--- src/rtl/dram_sel_scan.sv ---
// Scan engine: walks a source DRAM address window, filters each word through a
// selectable predicate, and packs matches into a catch DRAM. Macro DRAM_SEL_SCAN_TAG_EN adds the source address to wd.
module dram_sel_scan #(
  parameter int D_WIDTH = 4,
  parameter int A_WIDTH = 15,
  parameter int C_WIDTH = 15,
  parameter int RD_LAT  = 1
) (
  input  logic               clk,
  input  logic               rst,
  input  logic               start,
  input  logic               abort,
  input  logic [A_WIDTH-1:0] start_addr,
  input  logic [A_WIDTH-1:0] end_addr,
  input  logic [1:0]         mode,
  input  logic [D_WIDTH-1:0] ref_a,
  input  logic [D_WIDTH-1:0] ref_b,
  output logic               rce,
  output logic [A_WIDTH-1:0] ra,
  input  logic [D_WIDTH-1:0] rq,
  output logic               wce,
  output logic [C_WIDTH-1:0] wa,
`ifdef DRAM_SEL_SCAN_TAG_EN
  output logic [A_WIDTH+D_WIDTH-1:0] wd,
`else
  output logic [D_WIDTH-1:0] wd,
`endif
  output logic               busy,
  output logic               done,
  output logic [C_WIDTH:0]   match_count,
  output logic               overflow,
  output logic               aborted
);

  typedef enum logic [1:0] {S_IDLE, S_SCAN, S_DRAIN, S_DONE} state_t;

  state_t             state_reg;
  logic [A_WIDTH-1:0] end_reg;
  logic [1:0]         mode_reg;
  logic [D_WIDTH-1:0] ref_a_reg;
  logic [D_WIDTH-1:0] ref_b_reg;
  logic [RD_LAT-1:0]  vld_reg;
  logic [RD_LAT-1:0]  vld_shl;
  logic               issue;
  logic               eval;
  logic               hit;
  logic               full;
  logic               wr;
  logic               drop;
  logic               fill_next;

  // The abort cycle itself must not issue a read, so the enable is gated by the live input.
  assign issue     = (state_reg == S_SCAN) && !abort;
  assign rce       = issue;
  assign eval      = vld_reg[RD_LAT-1];
  assign vld_shl   = vld_reg << 1;
  assign full      = match_count[C_WIDTH];
  assign wr        = eval && hit && !full;
  assign drop      = eval && hit && full;
  assign fill_next = wr && (&match_count[C_WIDTH-1:0]);

  always_comb begin
    hit = 1'b0;
    case (mode_reg)
      2'd0:    hit = (rq == ref_a_reg);
      2'd1:    hit = (rq >= ref_a_reg);
      2'd2:    hit = (rq >= ref_a_reg) && (rq <= ref_b_reg);
      default: hit = ((rq & ref_b_reg) == (ref_a_reg & ref_b_reg));
    endcase
  end

  always_ff @(posedge clk or posedge rst) begin
    if (rst) begin
      vld_reg <= '0;
    end else begin
      vld_reg[0] <= issue;
      for (int i = 1; i < RD_LAT; i++) vld_reg[i] <= vld_reg[i-1];
    end
  end

`ifdef DRAM_SEL_SCAN_TAG_EN
  logic [A_WIDTH-1:0] tag_pipe_reg [RD_LAT];

  // Address rides alongside the read so the tag lines up with rq at evaluation.
  always_ff @(posedge clk or posedge rst) begin
    if (rst) begin
      for (int i = 0; i < RD_LAT; i++) tag_pipe_reg[i] <= '0;
    end else begin
      tag_pipe_reg[0] <= ra;
      for (int i = 1; i < RD_LAT; i++) tag_pipe_reg[i] <= tag_pipe_reg[i-1];
    end
  end
`endif

  always_ff @(posedge clk or posedge rst) begin
    if (rst) begin
      state_reg   <= S_IDLE;
      end_reg     <= '0;
      mode_reg    <= '0;
      ref_a_reg   <= '0;
      ref_b_reg   <= '0;
      ra          <= '0;
      wce         <= 1'b0;
      wa          <= '0;
      wd          <= '0;
      busy        <= 1'b0;
      done        <= 1'b0;
      match_count <= '0;
      overflow    <= 1'b0;
      aborted     <= 1'b0;
    end else begin
      wce  <= 1'b0;
      done <= 1'b0;
      if (wr) begin
        wce         <= 1'b1;
        wa          <= match_count[C_WIDTH-1:0];
`ifdef DRAM_SEL_SCAN_TAG_EN
        wd          <= {tag_pipe_reg[RD_LAT-1], rq};
`else
        wd          <= rq;
`endif
        match_count <= match_count + (C_WIDTH+1)'(1);
      end
      if (drop) overflow <= 1'b1;

      case (state_reg)
        S_IDLE: begin
          if (start) begin
            end_reg     <= end_addr;
            mode_reg    <= mode;
            ref_a_reg   <= ref_a;
            ref_b_reg   <= ref_b;
            ra          <= start_addr;
            wa          <= '0;
            match_count <= '0;
            overflow    <= 1'b0;
            aborted     <= 1'b0;
            busy        <= 1'b1;
            state_reg   <= S_SCAN;
          end
        end
        S_SCAN: begin
          if (abort) begin
            aborted   <= 1'b1;
            state_reg <= S_DRAIN;
          end else if (ra == end_reg || fill_next) begin
            state_reg <= S_DRAIN;
          end else begin
            ra <= ra + A_WIDTH'(1);
          end
        end
        S_DRAIN: begin
          // Only the read being evaluated this cycle may remain in flight.
          if (vld_shl == '0) begin
            busy      <= 1'b0;
            done      <= 1'b1;
            state_reg <= S_DONE;
          end
        end
        default: state_reg <= S_IDLE;
      endcase
    end
  end

endmodule

--- config.mk ---
export PLATFORM = sky130hd
export DESIGN_NAME = dram_sel_scan
export DESIGN_NICKNAME = d
export VERILOG_FILES = /design/src/rtl/dram_sel_scan.sv
export SDC_FILE = /design/constraint.sdc
export NUM_CORES = 1
export LEC_CHECK = 0
export ABC_AREA = 1
export ABC_CLOCK_PERIOD_IN_PS = 7230
export CAP_MARGIN = 25
export CORE_ASPECT_RATIO = 0.75
export CORE_MARGIN = 2
export CORE_UTILIZATION = 55
export CTS_CLUSTER_SIZE = 16
export DETAILED_ROUTE_END_ITERATION = 7
export GPL_TIMING_DRIVEN = 0
export PLACE_DENSITY_LB_ADDON = 0.15
export SKIP_CTS_REPAIR_TIMING = 1
export SLEW_MARGIN = 40
export SYNTH_ARGS = -nofsm -noshare
export SYNTH_HDL_FRONTEND = slang
export SYNTH_SLANG_ARGS = --single-unit
--- constraint.sdc ---
create_clock -name clk -period 7.23 [get_ports clk]
set_input_delay 0.723 -clock clk [delete_from_list [all_inputs] [get_ports clk]]
set_output_delay 0.723 -clock clk [all_outputs]
set_load 0.005 [all_outputs]
==> reports/results.tsv <==
metric	value	unit
synth_top_family_by_area	simple AND/OR/NAND/NOR gates	
drt-total-wl	12500	um
worst_slew_margin_rel	51.6	%
detailed_routing_iteration_count_for_the_pre_antenna_repair_pass	5	
setup_viol	0	
numPortBuffers	103	
synthesis.yosys.warnings	0	
post-route-period-util	38.3	%
final_period_minus_worst_setup_slack	2.77	ns
registers.top_by_ff_count	match_count	
use_met1	39.2	%
worst-r2r-setup-slack	4.96	ns
initial_antenna_violation_count	0	
clock_tree.buffer_depth	2	
ff_latch_area	0.00208	mm^2
hold_violations	0	
setup.worst_path.start_class	register	
gr-usage-met3	5.59	%
synth_simple_gate_area_share	29.5	%
gr-total-overflow	0	
dr.first_iter.drc_count	275	
num_rows	29	
timing.setup.critical_path_class	reg -> out	
dieArea	0.00927	mm^2
cts_tree	done	
synth_compound_area_share	9.01	%
setup_total_negative_slack	0	ns
synthDominantAreaCellType	sky130_fd_sc_hd__dfrtp_1	
critical-path-slowest-cell	sky130_fd_sc_hd__clkdlybuf4s50_1	
postSynthCellCount	590	
maxSlewViolCount	0	
number_of_inserted_filler_cells_in_the_final_layout	657	
synthAdderAreaFrac	4.81	%
timing.hold.worst.class	reg -> reg	
area_growth	32.1	%
yosys-mux-area-fraction	0	%
nets	771	
yosys.cell_types.count	39	
globalRouteMet2Util	44.5	%
routed_wirelength_normalized_by_instance_count	15.3	um
layout-drive-gt1-share	8.46	%
grt_start_max_net_pins	51	
fp.dieH	83.9	um
status	finished clean	
synthesis.area	0.00468	mm^2
critPathMaxStageDelay	0.57	ns
synth-xor-area-share	5.05	%
timing.critical_path.cells	inv_1 -> ha_1 -> inv_1 -> nor2_1 -> clkdlybuf4s50_1	
whs	0.469	ns
area_of_combinational_cells_with_multiple_inputs	0.00226	mm^2
cts.htree.levels	3	
vdd_drop_max	221	uV
achievable-frequency	0.361	GHz
finish.cell_count_without_fillers	817	
crit_required	6.51	ns
diodes	0	
clk_root_buffer_cell	sky130_fd_sc_hd__clkbuf_16	
flip_flop_count_of_the_largest_register_all_copies_and_words_added	16	
worst-slew-pin-transition	0.727	ns
critical_path.n_buffers_inverters	3	
numPlacedInstances	802	
synth.net_count	656	
io-pin-count	104	
power-per-cell-area	364	mW/mm^2
vias_per_cell	5.41	
place_congestion	0.912	
crit_path_max_fanout	6	
synth_largest_type_area_fraction	44.4	%
cp-end-kind	primary output	
critPathTopFamily	buffers and inverters	
drv_cap	0	
first_global_vias	4302	
synthTopCellsByArea	sky130_fd_sc_hd__dfrtp_1 (44%), sky130_fd_sc_hd__nand2_1 (15%), sky130_fd_sc_hd__ha_1 (4.8%)	
chipWidth	110	um
static-leakage-power	2.94	nW
setup_repair_after_global_routing_missed_its_margin	no	
avgSynthCellArea	7.93	um^2
cts_inserted_buffers	9	
grt_util_all_layers	27.7	%
clkSinkCount	83	
core	0.00835	mm^2
clkSlewWorstSetupHoldPaths	0.06	ns
final_util	74.0	%
initial_utilization	56.1	%
synth_sequential_area_ratio	44.4	%
hpwl	9260	um
clk-insertion-delay-late	0.33	ns
critPathMostFrequentCell	sky130_fd_sc_hd__inv_1	
fin_worst_skew	0.00834	ns
dr_total_vias	4419	
grt.busiest_layer	met2	
yosys_register_bits	83	
postRouteAntennaNets	0	
grt_first_pass_wirelength	20700	um
timing.critical_path.arrival	2.05	ns
drc	0	
[worst reg2reg max path, stage by stage (launching register included)]
cell                       delay, ns
sky130_fd_sc_hd__dfrtp_1        0.42
sky130_fd_sc_hd__ha_1           0.30
sky130_fd_sc_hd__inv_1          0.12
sky130_fd_sc_hd__clkbuf_1       0.45
sky130_fd_sc_hd__clkbuf_1       0.46
sky130_fd_sc_hd__o21ai_0        0.22
sky130_fd_sc_hd__nand3_1        0.14
sky130_fd_sc_hd__nand2_1        0.06
[synthesized netlist by cell type, drive strengths merged]
cell	number
o21a	1
o21ai	43
nand3b	2
a21oi	25
nand2	198
o21bai	4
clkbuf	12
nor4	2
dfrtp	83
nor2	49
or2	2
buf	13
ha	18
nor3	6
nand4	12
nand3	38
inv	50
nor3b	1
a31oi	4
xnor2	18
xor2	9
[metrics by stage]
| stage | setup slack, ns | total power (W) | area [um^2] |
|---|---|---|---|
| 5_1_grt | 4.32 | 0.00242 | 6180 |
| 4_1_cts | 4.47 | 0.00225 | 6180 |
| 3_5_place_dp | 4.22 | 0.00177 | 5880 |
| 2_1_floorplan | 4.37 | 0.00139 | 4680 |
| 6_report | 4.46 | 0.00225 | 6180 |
| 3_3_place_gp | 3.03 | 0.00173 | 5840 |
[final cells by class]
cell class              count  share of cell area (%)
flip-flops and latches     83                    33.6
inverters                  50                    3.12
multi-input cells         432                    36.6
repair buffers            104                    17.1
clock buffers              11                    4.09
plain buffers              25                    2.43
well taps                 108                    2.19
clock inverters             4                   0.810
[metal layers]
| metal | wire length, um | share of wire, % |
|---|---|---|
| met5 | 0 | 0 |
| met4 | 108 | 0.86 |
| met3 | 893 | 7.1 |
| met2 | 5800 | 46 |
| met1 | 5740 | 46 |
[worst paths after layout]
path | startpoint | endpoint | cells past startpoint
min in group asynchronous | rst | wa[12] | 2
hold reg to reg | wd[3] | wd[3] | 2
max in group asynchronous | rst | wa[3] | 3
setup reg to reg | state_reg[0] | ra[8] | 7
hold / removal | wd[3] | wd[3] | 2
setup / recovery | state_reg[1] | rce | 5
[cell families (layout without fill, tap and decap cells)]
kind of cell             after synthesis  after routing
XOR/XNOR                              27             27
AO/OA/AOI/OAI                         77             77
flip-flops                            83             83
buffers and inverters                 75            194
adder cells (fa/ha/maj)               18             18
AND/OR/NAND/NOR                      310            310
[cell usage in the layout, fill, tap and decap left out, types with 3 or more instances in the layout]
cell	synthesis	final
sky130_fd_sc_hd__clkbuf_2	4	4
sky130_fd_sc_hd__xnor2_1	18	18
sky130_fd_sc_hd__nand3_1	33	33
sky130_fd_sc_hd__o21ai_0	38	38
sky130_fd_sc_hd__o21bai_1	3	3
sky130_fd_sc_hd__clkdlybuf4s50_1	0	103
sky130_fd_sc_hd__nor2_1	46	46
sky130_fd_sc_hd__nand2_1	192	192
sky130_fd_sc_hd__buf_2	5	5
sky130_fd_sc_hd__ha_1	18	18
sky130_fd_sc_hd__clkbuf_1	8	8
sky130_fd_sc_hd__nand4_1	11	11
sky130_fd_sc_hd__xor2_1	9	9
sky130_fd_sc_hd__inv_1	48	47
sky130_fd_sc_hd__buf_6	5	5
sky130_fd_sc_hd__o21ai_1	5	5
sky130_fd_sc_hd__a21oi_1	21	21
sky130_fd_sc_hd__dfrtp_1	83	83
sky130_fd_sc_hd__clkbuf_16	0	9
sky130_fd_sc_hd__a21oi_2	4	4
sky130_fd_sc_hd__nor3_1	4	4
sky130_fd_sc_hd__nand3_2	5	5
sky130_fd_sc_hd__a31oi_1	4	4
sky130_fd_sc_hd__nand2_2	4	4
[power by group]
part           switching [W]  internal [W]
registers           0.000140      0.000622
logic               0.000558      0.000459
clock network       0.000185      0.000284
total               0.000884       0.00137
(Power assumes the default switching activity.)
==> variant 1, RTL diff (same settings) <==
The option `DRAM_SEL_SCAN_TAG_EN` is turned on by a define.
--- a/src/rtl/dram_sel_scan.sv
+++ b/src/rtl/dram_sel_scan.sv
@@ -2,2 +2,4 @@
 // selectable predicate, and packs matches into a catch DRAM. Macro DRAM_SEL_SCAN_TAG_EN adds the source address to wd.
+`define DRAM_SEL_SCAN_TAG_EN
+
 module dram_sel_scan #(
Interface: changed (resized wd); port bits go from 104 to 119. The function was not compared with the original's and may differ.
==> variant 1 against the unedited design <==
Final cell count up 16%. Worst setup slack worse by 0.38 ns. Sequential power up 42%. Largest power group unchanged. Highest routed layer unchanged. Hold slack worse by 0.073 ns. Wire length up 15%. Total power up 33%. Synthesized area up 17%. Cell area up 20%. Sequential cell count up 30.
==> variant 1: results (changes against the unedited design) <==
Status
  – Status: completed (unchanged)

Layout
  – Final non-clock buffer share: 18.04% (was 19.56%)
  – Comb_multi_in: 471 (was 432)
  – Sequential share of cell area: 38.10% (was 33.61%)
  – Plain + repair buffers: 146 (was 129)
  – CLK BUF: 18 (was 11)
  – Clk tree area frac: 7.687% (was 4.900%)
  – Fraction of area in multi-input gates: 31.32% (was 36.63%)

Routing
  – Via-to-Cell Ratio: 5.236 (was 5.409)
  – DR iter-0 viols: 386 (was 275)
  – WL final: 14440 µm (was 12540 µm)
  – Avg WL per Cell: 15.30 µm (was 15.34 µm)

Setup path
  – Internal reg-to-reg setup slack: 4.99 ns (was 4.96 ns)
  – Worst Path Max Fanout: 10 (was 6)
  – Worst EP arrival: 2.43 ns (was 2.05 ns)

Synthesis
  – Cell variety after synth: 32 (was 39)
  – Adder-Cell Fraction of Synth Area: 4.117% (was 4.814%)
  – Synth Instances: 661 (was 590)
  – Post-Synth XOR/XNOR Area: 4.163% (was 5.055%)

Power and ir drop
  – Combinational Power Share: 37.0% (was 45.3%)
  – Psw: 1108 µW (was 883.5 µW)

CTS
  – Clk_lat worst skew: 0.41 ns (was 0.33 ns)
  – H-tree Lvls: 4 (was 3)

Placement
  – DP HPWL: 10380 µm (was 9256 µm)
  – RD Place Congestion: 0.9232 (was 0.9119)
  – DP Worst Slack: 4.220 ns (was 4.218 ns)

GRT
  – GRT Overall Usage: 28.91% (was 27.72%)
  – First-pass GRT wire length: 24210 µm (was 20670 µm)

Worst hold path
  – Hold EP: tag_pipe_reg[8] (was wd[3])

Timing
  – Relative slew slack: 53.75% (was 51.57%)
==> variant 1: changes by cell type after synthesis, sizes merged, moves of 3 or more <==
cell,change
nand2,+44
dfrtp,+30
nor2,-12
o21ai,+9
xnor2,-7
nand4,-6
xor2,+6
a31oi,-4
clkbuf,+4
nor3,+3
nor4,+3
==> variant 1: per-layer routing <==
layer | vias up | global-route usage, % | wire length, µm
met5 | - | 0 | 0
met2 | 204 | 43.68 | 6540
li1 | 2388 | - | -
met3 | 18 | 7.386 | 1042
met4 | 0 | 7.738 | 167
met1 | 2333 | 41.74 | 6692
==> variant 1: logic make-up after synthesis <==
| group | Yosys count |
|---|---|
| flip-flops | 113 |
| adder cells (fa/ha/maj) | 18 |
| XOR/XNOR | 26 |
| buffers and inverters | 77 |
| AO/OA/AOI/OAI | 83 |
| AND/OR/NAND/NOR | 344 |
==> variant 2, RTL diff (same settings) <==
Without the edit above. Encoding of `state_t`: now Gray code (2 bits for 4 states).
--- a/src/rtl/dram_sel_scan.sv
+++ b/src/rtl/dram_sel_scan.sv
@@ -34,3 +34,3 @@
 
-  typedef enum logic [1:0] {S_IDLE, S_SCAN, S_DRAIN, S_DONE} state_t;
+  typedef enum logic [1:0] {S_IDLE = 2'b00, S_SCAN = 2'b01, S_DRAIN = 2'b11, S_DONE = 2'b10} state_t;
 
Function: same outputs for any inputs over 4 cycles, from zero or initial values and one cycle with rst high; so few cycles prove little.
==> variant 2 against the unedited design <==
Synthesized area down 2.5%. Sequential cell count unchanged. Worst setup slack worse by 0.16 ns. Clock skew down 0.0016 ns. Utilization up 1.1 points. Wire length down 6.5%. Synthesized cell count up 0.68%. Cell area down 3.3%. Sequential share of layout area up 1.2 points. Total power down 9.5%. Final cell count up 0.24%.
==> variant 2: results (changes against the unedited design) <==
Timing
  – Worst Max-Slew Pin Slew: 0.5262 ns (was 0.7265 ns)
  – WHS: 0.4774 ns (was 0.4692 ns)

Synthesis
  – Post-Synth XOR/XNOR Area: 4.800% (was 5.055%)
  – Commonest cells in the netlist: 202 x nand2_1, 83 x dfrtp_1, 55 x inv_1 (was 192 x nand2_1, 83 x dfrtp_1, 48 x inv_1)
  – Synth Area in Compound Gates: 8.612% (was 9.013%)
  – Adder-Cell Fraction of Synth Area: 3.840% (was 4.814%)
  – Seq/Total Area, Yosys: 45.53% (was 44.40%)
  – Top post-synthesis cells by area: dfrtp_1 46%, nand2_1 17%, inv_1 4.5%, o21ai_0 4.4%, nor2_1 4.2% (was dfrtp_1 44%, nand2_1 15%, ha_1 4.8%, o21ai_0 4.1%, inv_1 3.9%)

GRT
  – GRT Overall Usage: 27.38% (was 27.72%)
  – First-pass GRT wire length: 19500 µm (was 20670 µm)
  – GR Util met3: 6.515% (was 5.592%)
  – Met2 usage in global routing: 41.61% (was 44.51%)
  – Vias in the first global route: 4097 (was 4302)
  – Met1 usage in global routing: 39.28% (was 39.23%)

Setup path
  – Worst R2R Start: ref_b_reg[1] (was state_reg[0])
  – Worst EP arrival: 2.20 ns (was 2.05 ns)
  – FF-to-FF End: wd[0] (was ra[8])
  – Internal reg-to-reg setup slack: 5.13 ns (was 4.96 ns)

Status
  – Status: completed (unchanged)

CTS
  – Worst-path clk slew: 0.08 ns (was 0.06 ns)
  – Clock root buffer: clkbuf_8 (was clkbuf_16)
  – TritonCTS Buffers: 9 (unchanged)
  – Clk_lat worst skew: 0.35 ns (was 0.33 ns)

Power and ir drop
  – Psw: 800.8 µW (was 883.5 µW)
  – Sequential share of power: 38.2% (was 33.9%)
  – Combinational power: 890 µW (was 1020 µW)
  – Peak supply drop: 0.1983 mV (was 0.2206 mV)
  – P_leak: 0.002937 µW (was 0.002936 µW)
  – Combinational Power Share: 43.7% (was 45.3%)

Routing
  – DR iter-0 viols: 254 (was 275)
  – Total length of routed met2 wires: 5367 µm (was 5795 µm)
  – WL met1: 5306 µm (was 5738 µm)
  – WL met3: 905 µm (was 893 µm)
  – Via-to-Cell Ratio: 5.292 (was 5.409)
  – WL final: 11720 µm (was 12540 µm)

Layout
  – Fillers: 571 (was 657)
  – Share of cells above drive strength 1: 7.143% (was 8.463%)

Worst hold path
  – Hold_sp: wd[1] (was wd[3])
  – Hold EP: wd[1] (was wd[3])

Placement
  – DP HPWL: 8882 µm (was 9256 µm)
  – RD Place Congestion: 1.005 (was 0.9119)
[variant 2: through the flow]
step           area [µm²]  setup slack [ns]  cells
6_report             5973             4.303    819
3_3_place_gp         5724             3.104    802
4_1_cts              5973             4.286    819
2_1_floorplan        4562             4.370    594
5_1_grt              5973             4.109    819
3_5_place_dp         5757             4.320    803
[variant 2: worst max-delay path by stage]
stage,cells after the start,end,start,slack [ns]
2_1_floorplan,1,aborted,rst,4.37
3_3_place_gp,2,wa[7],rst,3.10
3_5_place_dp,13,wd[0],rq[3],4.32
4_1_cts,6,rce,state_reg[0],4.29
5_1_grt,6,rce,state_reg[0],4.11
6_report,6,rce,state_reg[0],4.30
[variant 2: area by class of cell]
| cell class | instances | area share (%) |
|---|---|---|
| Buffer | 21 | 2.199 |
| Clock buffer | 10 | 2.137 |
| Clock inverter | 6 | 1.487 |
| Inverter | 59 | 3.791 |
| Multi-Input combinational cell | 431 | 35.69 |
| Sequential cell | 83 | 34.77 |
| Tap cell | 105 | 2.199 |
| Timing Repair Buffer | 104 | 17.72 |
